File: src/rtl/ripple_count_capture.sv
// ripple_count_capture
//   Consumer stage for a T-flip-flop ripple counter. The raw counter bits are
//   brought into the clk domain by a two-flop synchronizer, then filtered until
//   STABLE_CYCLES+1 consecutive synchronized samples agree (or TIMEOUT SETTLE
//   edges elapse). The captured value is presented with its modular delta from
//   the previously accepted value, a wrap flag and a timeout flag, and held
//   under a valid/ready handshake.
//
// Ports:
//   clk         system clock, all state on rising edge
//   clear       asynchronous active-low reset
//   cnt_in      raw ripple counter outputs (asynchronous to clk)
//   sample_req  request one capture (only sampled in IDLE)
//   out_ready   consumer accepts the held result
//   cnt_out     captured count
//   delta       (cnt_out - last accepted value) mod 2^WIDTH
//   wrap        captured value < last accepted value
//   err         capture was forced by timeout
//   out_valid   result held and valid
//   busy        a capture is in progress or being held
module ripple_count_capture #(
    parameter int unsigned WIDTH         = 4,
    parameter int unsigned STABLE_CYCLES = 2,
    parameter int unsigned TIMEOUT       = 15
) (
    input  logic             clk,
    input  logic             clear,
    input  logic [WIDTH-1:0] cnt_in,
    input  logic             sample_req,
    input  logic             out_ready,
    output logic [WIDTH-1:0] cnt_out,
    output logic [WIDTH-1:0] delta,
    output logic             wrap,
    output logic             err,
    output logic             out_valid,
    output logic             busy
);

    localparam int unsigned MW = (STABLE_CYCLES > 1) ? $clog2(STABLE_CYCLES) : 1;
    localparam logic [MW-1:0] MATCH_LAST = MW'(STABLE_CYCLES - 1);
    localparam logic [7:0]    TIMER_LAST = 8'(TIMEOUT - 1);

    typedef enum logic [1:0] {
        IDLE,
        SETTLE,
        HOLD
    } state_t;

    state_t           state;
    state_t           state_next;
    logic [WIDTH-1:0] sync_meta;
    logic [WIDTH-1:0] sync;
    logic [WIDTH-1:0] ref_val;
    logic [WIDTH-1:0] last_value;
    logic [MW-1:0]    match_cnt;
    logic [7:0]       settle_timer;
    logic             stable_hit;
    logic             timeout_hit;
    logic             capture;

    // Per-bit synchronizer; bits may resolve on different edges, which the
    // stability filter below absorbs.
    always_ff @(posedge clk or negedge clear) begin
        if (!clear) begin
            sync_meta <= '0;
            sync      <= '0;
        end else begin
            sync_meta <= cnt_in;
            sync      <= sync_meta;
        end
    end

    always_ff @(posedge clk or negedge clear) begin
        if (!clear) begin
            state <= IDLE;
        end else begin
            state <= state_next;
        end
    end

    // A stable match takes priority over a timeout on the same edge, so err
    // is set only when the filter never reached agreement.
    always_comb begin
        stable_hit  = (state == SETTLE) && (sync == ref_val) && (match_cnt == MATCH_LAST);
        timeout_hit = (state == SETTLE) && (settle_timer == TIMER_LAST);
        capture     = stable_hit || timeout_hit;
        state_next  = state;
        case (state)
            IDLE:    if (sample_req) state_next = SETTLE;
            SETTLE:  if (capture)    state_next = HOLD;
            HOLD:    if (out_ready)  state_next = IDLE;
            default: state_next = IDLE;
        endcase
    end

    assign busy = (state != IDLE);

    always_ff @(posedge clk or negedge clear) begin
        if (!clear) begin
            ref_val      <= '0;
            match_cnt    <= '0;
            settle_timer <= '0;
            last_value   <= '0;
            cnt_out      <= '0;
            delta        <= '0;
            wrap         <= 1'b0;
            err          <= 1'b0;
            out_valid    <= 1'b0;
        end else begin
            case (state)
                IDLE: begin
                    if (sample_req) begin
                        ref_val      <= sync;
                        match_cnt    <= '0;
                        settle_timer <= '0;
                    end
                end
                SETTLE: begin
                    settle_timer <= settle_timer + 8'd1;
                    if (capture) begin
                        cnt_out   <= sync;
                        delta     <= sync - last_value;
                        wrap      <= (sync < last_value);
                        err       <= !stable_hit;
                        out_valid <= 1'b1;
                    end else if (sync == ref_val) begin
                        match_cnt <= match_cnt + 1'b1;
                    end else begin
                        ref_val   <= sync;
                        match_cnt <= '0;
                    end
                end
                HOLD: begin
                    if (out_ready) begin
                        out_valid  <= 1'b0;
                        last_value <= cnt_out;
                    end
                end
                default: ;
            endcase
        end
    end

endmodule

File: config.mk
export PLATFORM = sky130hd
export DESIGN_NAME = ripple_count_capture
export DESIGN_NICKNAME = d
export VERILOG_FILES = /design/src/rtl/ripple_count_capture.sv
export SDC_FILE = /design/constraint.sdc
export NUM_CORES = 1
export LEC_CHECK = 0
export ABC_CLOCK_PERIOD_IN_PS = 2950
export CAP_MARGIN = 15
export CORE_UTILIZATION = 58
export CTS_BUF_LIST = sky130_fd_sc_hd__clkbuf_4 sky130_fd_sc_hd__clkbuf_8 sky130_fd_sc_hd__clkbuf_16
export DETAILED_ROUTE_END_ITERATION = 7
export PLACE_DENSITY = 0.9
export SLEW_MARGIN = 10
export SYNTH_ARGS = -nofsm -noshare
export SYNTH_HDL_FRONTEND = slang
export SYNTH_SLANG_ARGS = --single-unit
File: constraint.sdc
create_clock -name clk -period 2.95 [get_ports clk]
set_input_delay 0.885 -clock clk [delete_from_list [all_inputs] [get_ports clk]]
set_output_delay 0.885 -clock clk [all_outputs]
set_load 0.03 [all_outputs]
-- Word level (Yosys, flattened, before mapping)
Cells that the tools add are included.
Widths: inputs -> output; s select.
- register bits: 38
- input port bits: 8
- word-level logic and storage cells: 58
- $add $sub $neg: 3
- order comparisons: 1
- eq/ne operators: 9
- muxes and demuxes: 17
- reductions and logical operators: 16
- operator list (kind ; count):
    $pmux 8 s2 ; 1
    $mux 4 ; 3
    $ne 2x2->1 const B ; 5
    $reduce_and 3->1 ; 3
    $add 8x1->8 const B ; 1
    $eq 8x4->1 const B ; 1
    $mux 8 ; 1
    $pmux 4 s2 ; 1
    $mux 2 ; 3
    $pmux 2 s3 ; 1
    $reduce_and 2->1 ; 3
    $reduce_bool 2->1 ; 3
    $mux 1 ; 5
    $eq 4x4->1 ; 1
    $lt 4x4->1 ; 1
    $pmux 1 s2 ; 2
    $reduce_and 4->1 ; 1
    $sub 4x4->4 ; 1
    $logic_and 1x1->1 ; 3
    $eq 2x1->1 const B ; 1
    $eq 2x2->1 const B ; 1
    $logic_not 2->1 ; 1
    $add 1x1->1 const B ; 1
    $logic_not 1->1 ; 1
    $logic_or 1x1->1 ; 1

-- Longest topological paths before layout
Gate-level depths: netlist (run 1).
- word-level depth: 6
- mapped depth: 8

-- Worst setup path before layout (run 1)
No wires, ideal clock.
- path type: register -> register
- start point: register settle_timer[0]
- end point: register cnt_out[0]
- library setup time: 0.125 ns
- arrival: 1.782 ns
- required time: 2.825 ns
- path slack: 1.043 ns
- cell stages (with the launch flop): 8
- buffers on the path: 1
- period minus slack after synthesis: 1.907 ns
- path through: dfrtp_1 inv_1 ha_1 or4b_4 nor3_4 a21oi_2 buf_6 mux2_4
- cells in the longest elaborated chain, start to end: 4
- ends and longest elaborated chain (what ; line ; RTL):
    start: declaration ; 56 ; logic [7:0] settle_timer;
    start signal: assignment ; 119 ; settle_timer <= settle_timer + 8'd1;
    $eq 8x4->1 ; 85 ; timeout_hit = (state == SETTLE) && (settle_timer == TIMER_LAST);
    $logic_and 1x1->1 ; 85 ;
    $logic_or 1x1->1 ; 86 ; capture = stable_hit || timeout_hit;
    $reduce_and 2->1 (no source line) ; -- ;
    end signal: assignment ; 121 ; cnt_out <= sync;
    end: declaration ; 31 ; output logic [WIDTH-1:0] cnt_out,
No other way between the ends.
A chain may end at the register's enable or synchronous reset.

-- Worst setup path after layout (run 1)
- start point: register state[0]
- end point: output busy
- cells in the longest elaborated chain, start to end: 1
- ends and longest elaborated chain (what ; line ; RTL):
    start: declaration ; 49 ; state_t state;
    start signal: assignment ; 77 ; state <= state_next;
    $reduce_bool 2->1 ; 96 ; assign busy = (state != IDLE);
    end: declaration ; 36 ; output logic busy
No other way between the ends.

==> results of run 1 <==
[flip-flops by register name (all words and copies together) (netlist names)]
name and cells:
match_cnt 1, delta 4, state 2, ref_val 4, out_valid 1, sync_meta 4
sync 4, settle_timer 8, last_value 4, cnt_out 4, err 1, wrap 1
[power breakdown]
part	total, W	switching [W]	internal, W
Combinational	0.000771	0.000387	0.000385
Clock	0.000457	0.000170	0.000287
Sequential	0.000832	0.000150	0.000681
[stage by stage]
step | hold slack (ns) | instance area (um2) | utilization, % | setup WS, ns | std cells
2_1_floorplan | 0.331 | 1710 | - | 1.04 | 135
3_3_place_gp | 0.334 | 1930 | 69.4 | 0.526 | 184
3_5_place_dp | 0.335 | 1930 | 69.4 | 0.442 | 184
4_1_cts | 0.360 | 2040 | 73.4 | 0.403 | 192
5_1_grt | 0.361 | 2040 | 73.4 | 0.301 | 192
6_report | 0.357 | 2040 | 73.4 | 0.416 | 192
[cells in the mapped netlist, types with 3 or more instances]
master,count
sky130_fd_sc_hd__dfrtp_1,38
sky130_fd_sc_hd__nand2_1,12
sky130_fd_sc_hd__mux2_2,11
sky130_fd_sc_hd__inv_1,10
sky130_fd_sc_hd__ha_1,6
sky130_fd_sc_hd__mux2_4,5
sky130_fd_sc_hd__mux2i_1,5
sky130_fd_sc_hd__nor2_1,5
sky130_fd_sc_hd__o21ai_0,4
sky130_fd_sc_hd__xor2_1,4
sky130_fd_sc_hd__nand3_1,3
sky130_fd_sc_hd__nor2b_1,3
[final timing paths]
kind | startpoint | to | slack [ns] | cells past startpoint
max | state[0] | busy | 0.42 | 3
min | sync_meta[0] | sync[0] | 0.36 | 0
max reg2reg | settle_timer[0] | wrap | 0.85 | 6
min reg2reg | sync_meta[0] | sync[0] | 0.36 | 0
max in group asynchronous | clear | last_value[2] | 1.68 | 2
min in group asynchronous | clear | last_value[0] | 0.94 | 2
[final cells by class]
cell class | count | area [um2] | share of cell area, %
Inverter | 10 | 37.5 | 1.84
Clock buffer | 6 | 51.3 | 2.51
Timing Repair Buffer | 20 | 198 | 9.69
Multi-Input combinational cell | 85 | 704 | 34.5
Clock inverter | 2 | 60.1 | 2.94
Tap cell | 31 | 38.8 | 1.90
Sequential cell | 38 | 951 | 46.6
[layout by cell type, fill, tap and decap left out, types with 2 or more instances in the layout]
cell and instances:
sky130_fd_sc_hd__dfrtp_1 38, sky130_fd_sc_hd__clkdlybuf4s50_1 19, sky130_fd_sc_hd__nand2_1 12, sky130_fd_sc_hd__mux2_2 11, sky130_fd_sc_hd__inv_1 10, sky130_fd_sc_hd__ha_1 6, sky130_fd_sc_hd__nor2_1 5, sky130_fd_sc_hd__mux2i_1 5
sky130_fd_sc_hd__mux2_4 5, sky130_fd_sc_hd__clkbuf_4 5, sky130_fd_sc_hd__xor2_1 4, sky130_fd_sc_hd__o21ai_0 4, sky130_fd_sc_hd__nor2b_1 3, sky130_fd_sc_hd__nand3_1 3, sky130_fd_sc_hd__nor3_1 2, sky130_fd_sc_hd__and3_1 2
sky130_fd_sc_hd__a22o_1 2, sky130_fd_sc_hd__nand2b_1 2, sky130_fd_sc_hd__a21oi_1 2, sky130_fd_sc_hd__bufinv_16 2
[per-layer routing]
metal | part of all wire (%) | global-route usage (%) | routed length (um) | vias up
met5 | 0 | 0 | 0 | -
met3 | 4.1 | 7.37 | 117 | 5
met1 | 46 | 25.7 | 1300 | 526
li1 | - | - | - | 511
met2 | 48 | 30.6 | 1370 | 22
met4 | 1.4 | 8.01 | 40 | 0
[worst reg2reg max path, delay by kind of cell, from the launching register on]
family	cells	cell delay (ns)
flip-flops	1	0.47
multiplexers	1	0.41
buffers and inverters	1	0.07
adder cells (fa/ha/maj)	1	0.19
AO/OA/AOI/OAI	1	0.59
AND/OR/NAND/NOR	2	0.26
[cells by family (layout without fill, tap and decap cells)]
family,after synthesis,after routing
xor+xnor,5,5
mux,21,21
compound gates,16,16
simple gates,36,36
flops,38,38
buf+inv,12,38
fa+ha+maj,7,7
==> metrics.log, run 1 <==
INFO  metric routed_wire_length_per_instance = 14.7 um
INFO  metric fp.dieW = between 50 and 60 um
INFO  metric area_share_of_fa_ha_maj_cells_after_synthesis = 5.57%
INFO  metric area_enclosed_by_the_die_boundary = 3170 um2
INFO  metric die_y = 56.3 um
INFO  metric drv_slew = 0
INFO  metric drive_gt1_share = 18.6%
INFO  metric fraction_of_the_mapped_netlist_area_in_compound_gates = between 6 and 7%
INFO  metric n_fill_cell = about 190
INFO  metric synth_area_leader_cell = sky130_fd_sc_hd__dfrtp_1
INFO  metric synth.area.mux_share = 14.6%
INFO  metric yosysUniqueCellTypes = 36
INFO  metric post_synthesis_cells = approximately 140
INFO  metric total_leakage_power = 0.963 nW
INFO  metric fin_nets = ~180
INFO  metric antenna_found_initial = 0
INFO  metric final.period_utilization = 85.9%
INFO  metric cts_setup_buffers = 0
INFO  metric cp_slowest_stage_delay = 0.66 ns
INFO  metric cp-start-kind = register
INFO  metric outcome = completed
INFO  metric setup_violations = 0
INFO  metric vias_after_detailed_routing = 1064
INFO  metric antenna_violating_nets_post_route = 0
INFO  metric synth_enable_flop_cells = 0
INFO  metric synth_area = 1710 um2
INFO  metric place_congestion = 0.842
INFO  metric slew_headroom = 47.3%
INFO  metric synth_top_family_by_area = multiplexers
INFO  metric core_area = 2780 um2
INFO  metric top_level_ports = 20
INFO  metric hold_viol = 0
INFO  metric dp_hpwl = 2.06 mm
INFO  metric synth_seq_area_share = 55.7%
INFO  metric antenna-diode-count = 0
INFO  metric cts_tree = built
INFO  metric synth_simple_gate_area_share = between 10% and 20%
INFO  metric start_util = 61.4%
INFO  metric clock.fmax = 395 MHz
INFO  metric ys_warn_count = 0
INFO  metric timing.critical_path.buf_inv = 2
INFO  metric clock_root_cell = sky130_fd_sc_hd__clkbuf_4
INFO  metric synthArstFlopShare = 100%
INFO  metric timing.critical_path.max_delay_family = buffers and inverters
INFO  metric finalSetupTns = 0 ns
INFO  metric final.setup_skew = 0.00857 ns
INFO  metric clkTransAtPathRegs = ~0.11 ns
INFO  metric cts_buffer_depth = 2
INFO  metric cp_cell_sequence = nor2_1 -> inv_1 -> clkdlybuf4s50_1
INFO  metric cts.repair.resized = 0
INFO  metric htree_num_levels = 2
INFO  metric crit_type = reg2out
INFO  metric fraction_of_synthesized_cell_area_taken_by_the_top_area_cell_type = 55.7%
INFO  metric clock_sinks = 38
INFO  metric syn_avg_cell_area = 12.7 um2
INFO  metric routed_wirelength = around 2.8 mm
INFO  metric unrepaired_setup_endpoints_after_global_routing = no
INFO  metric first_pass_grt_wire_length = 4.69 mm
INFO  metric synth_area_leaders = sky130_fd_sc_hd__dfrtp_1 56%, sky130_fd_sc_hd__mux2_2 7.3%, sky130_fd_sc_hd__ha_1 4.4%
INFO  metric crit_fanout = 9
INFO  metric worst-slew-pin-transition = 0.790 ns
INFO  metric area_delta_synth_final = 19.5%
INFO  metric finalCriticalPeriod = 2.53 ns
INFO  metric grt_util_all_layers = just under 20%
INFO  metric drtPass1Iterations = 4
INFO  metric cp-end-kind = output pin
INFO  metric largest_net_degree_at_the_start_of_global_routing = 39
INFO  metric placement_rows = 19
INFO  metric first_iter_violations = 22
INFO  metric power_density_of_the_placed_cells = roughly 1000 nW/um2
INFO  metric synth.ff_latch_count = 38
INFO  metric port_buffers = 19
INFO  metric cts.hold.buffers_added = 0
INFO  metric post_synth_xor_area_fraction = under 10%
INFO  metric finalPower = about 0.002 W
INFO  metric critical_path.slowest_cell = sky130_fd_sc_hd__clkdlybuf4s50_1
INFO  metric worstSkewPairLatency = between 0.3 and 0.4 ns
INFO  metric maxCapViolations = 0
INFO  metric cp_data_arrival_time = about 1.7 ns
INFO  metric detail_route.drc_violations = 0
INFO  metric cp.required = 2.07 ns
INFO  metric synth-main-ff-cell = sky130_fd_sc_hd__dfrtp_1
INFO  metric via_per_inst = 5.54
INFO  metric class_of_the_most_critical_hold_timing_path = reg2reg
INFO  metric mapped_nets = 150
INFO  metric global_route.overflow_total = 0
INFO  metric first_global_vias = 1041
INFO  metric worst_case_vdd_ir_drop = about 0.00075 V
INFO  metric cts_made_buffers = 5
(Power assumes the default switching activity.)
==> run 2, diff against run 1 <==
--- a/config.mk
+++ b/config.mk
@@ -11,7 +11,6 @@
 export CTS_BUF_LIST = sky130_fd_sc_hd__clkbuf_4 sky130_fd_sc_hd__clkbuf_8 sky130_fd_sc_hd__clkbuf_16
 export DETAILED_ROUTE_END_ITERATION = 7
 export PLACE_DENSITY = 0.9
-export SLEW_MARGIN = 10
 export SYNTH_ARGS = -nofsm -noshare
 export SYNTH_HDL_FRONTEND = slang
 export SYNTH_SLANG_ARGS = --single-unit
==> results of run 2 <==
The final DEF is identical to that of run 1; final timing and power are the same.
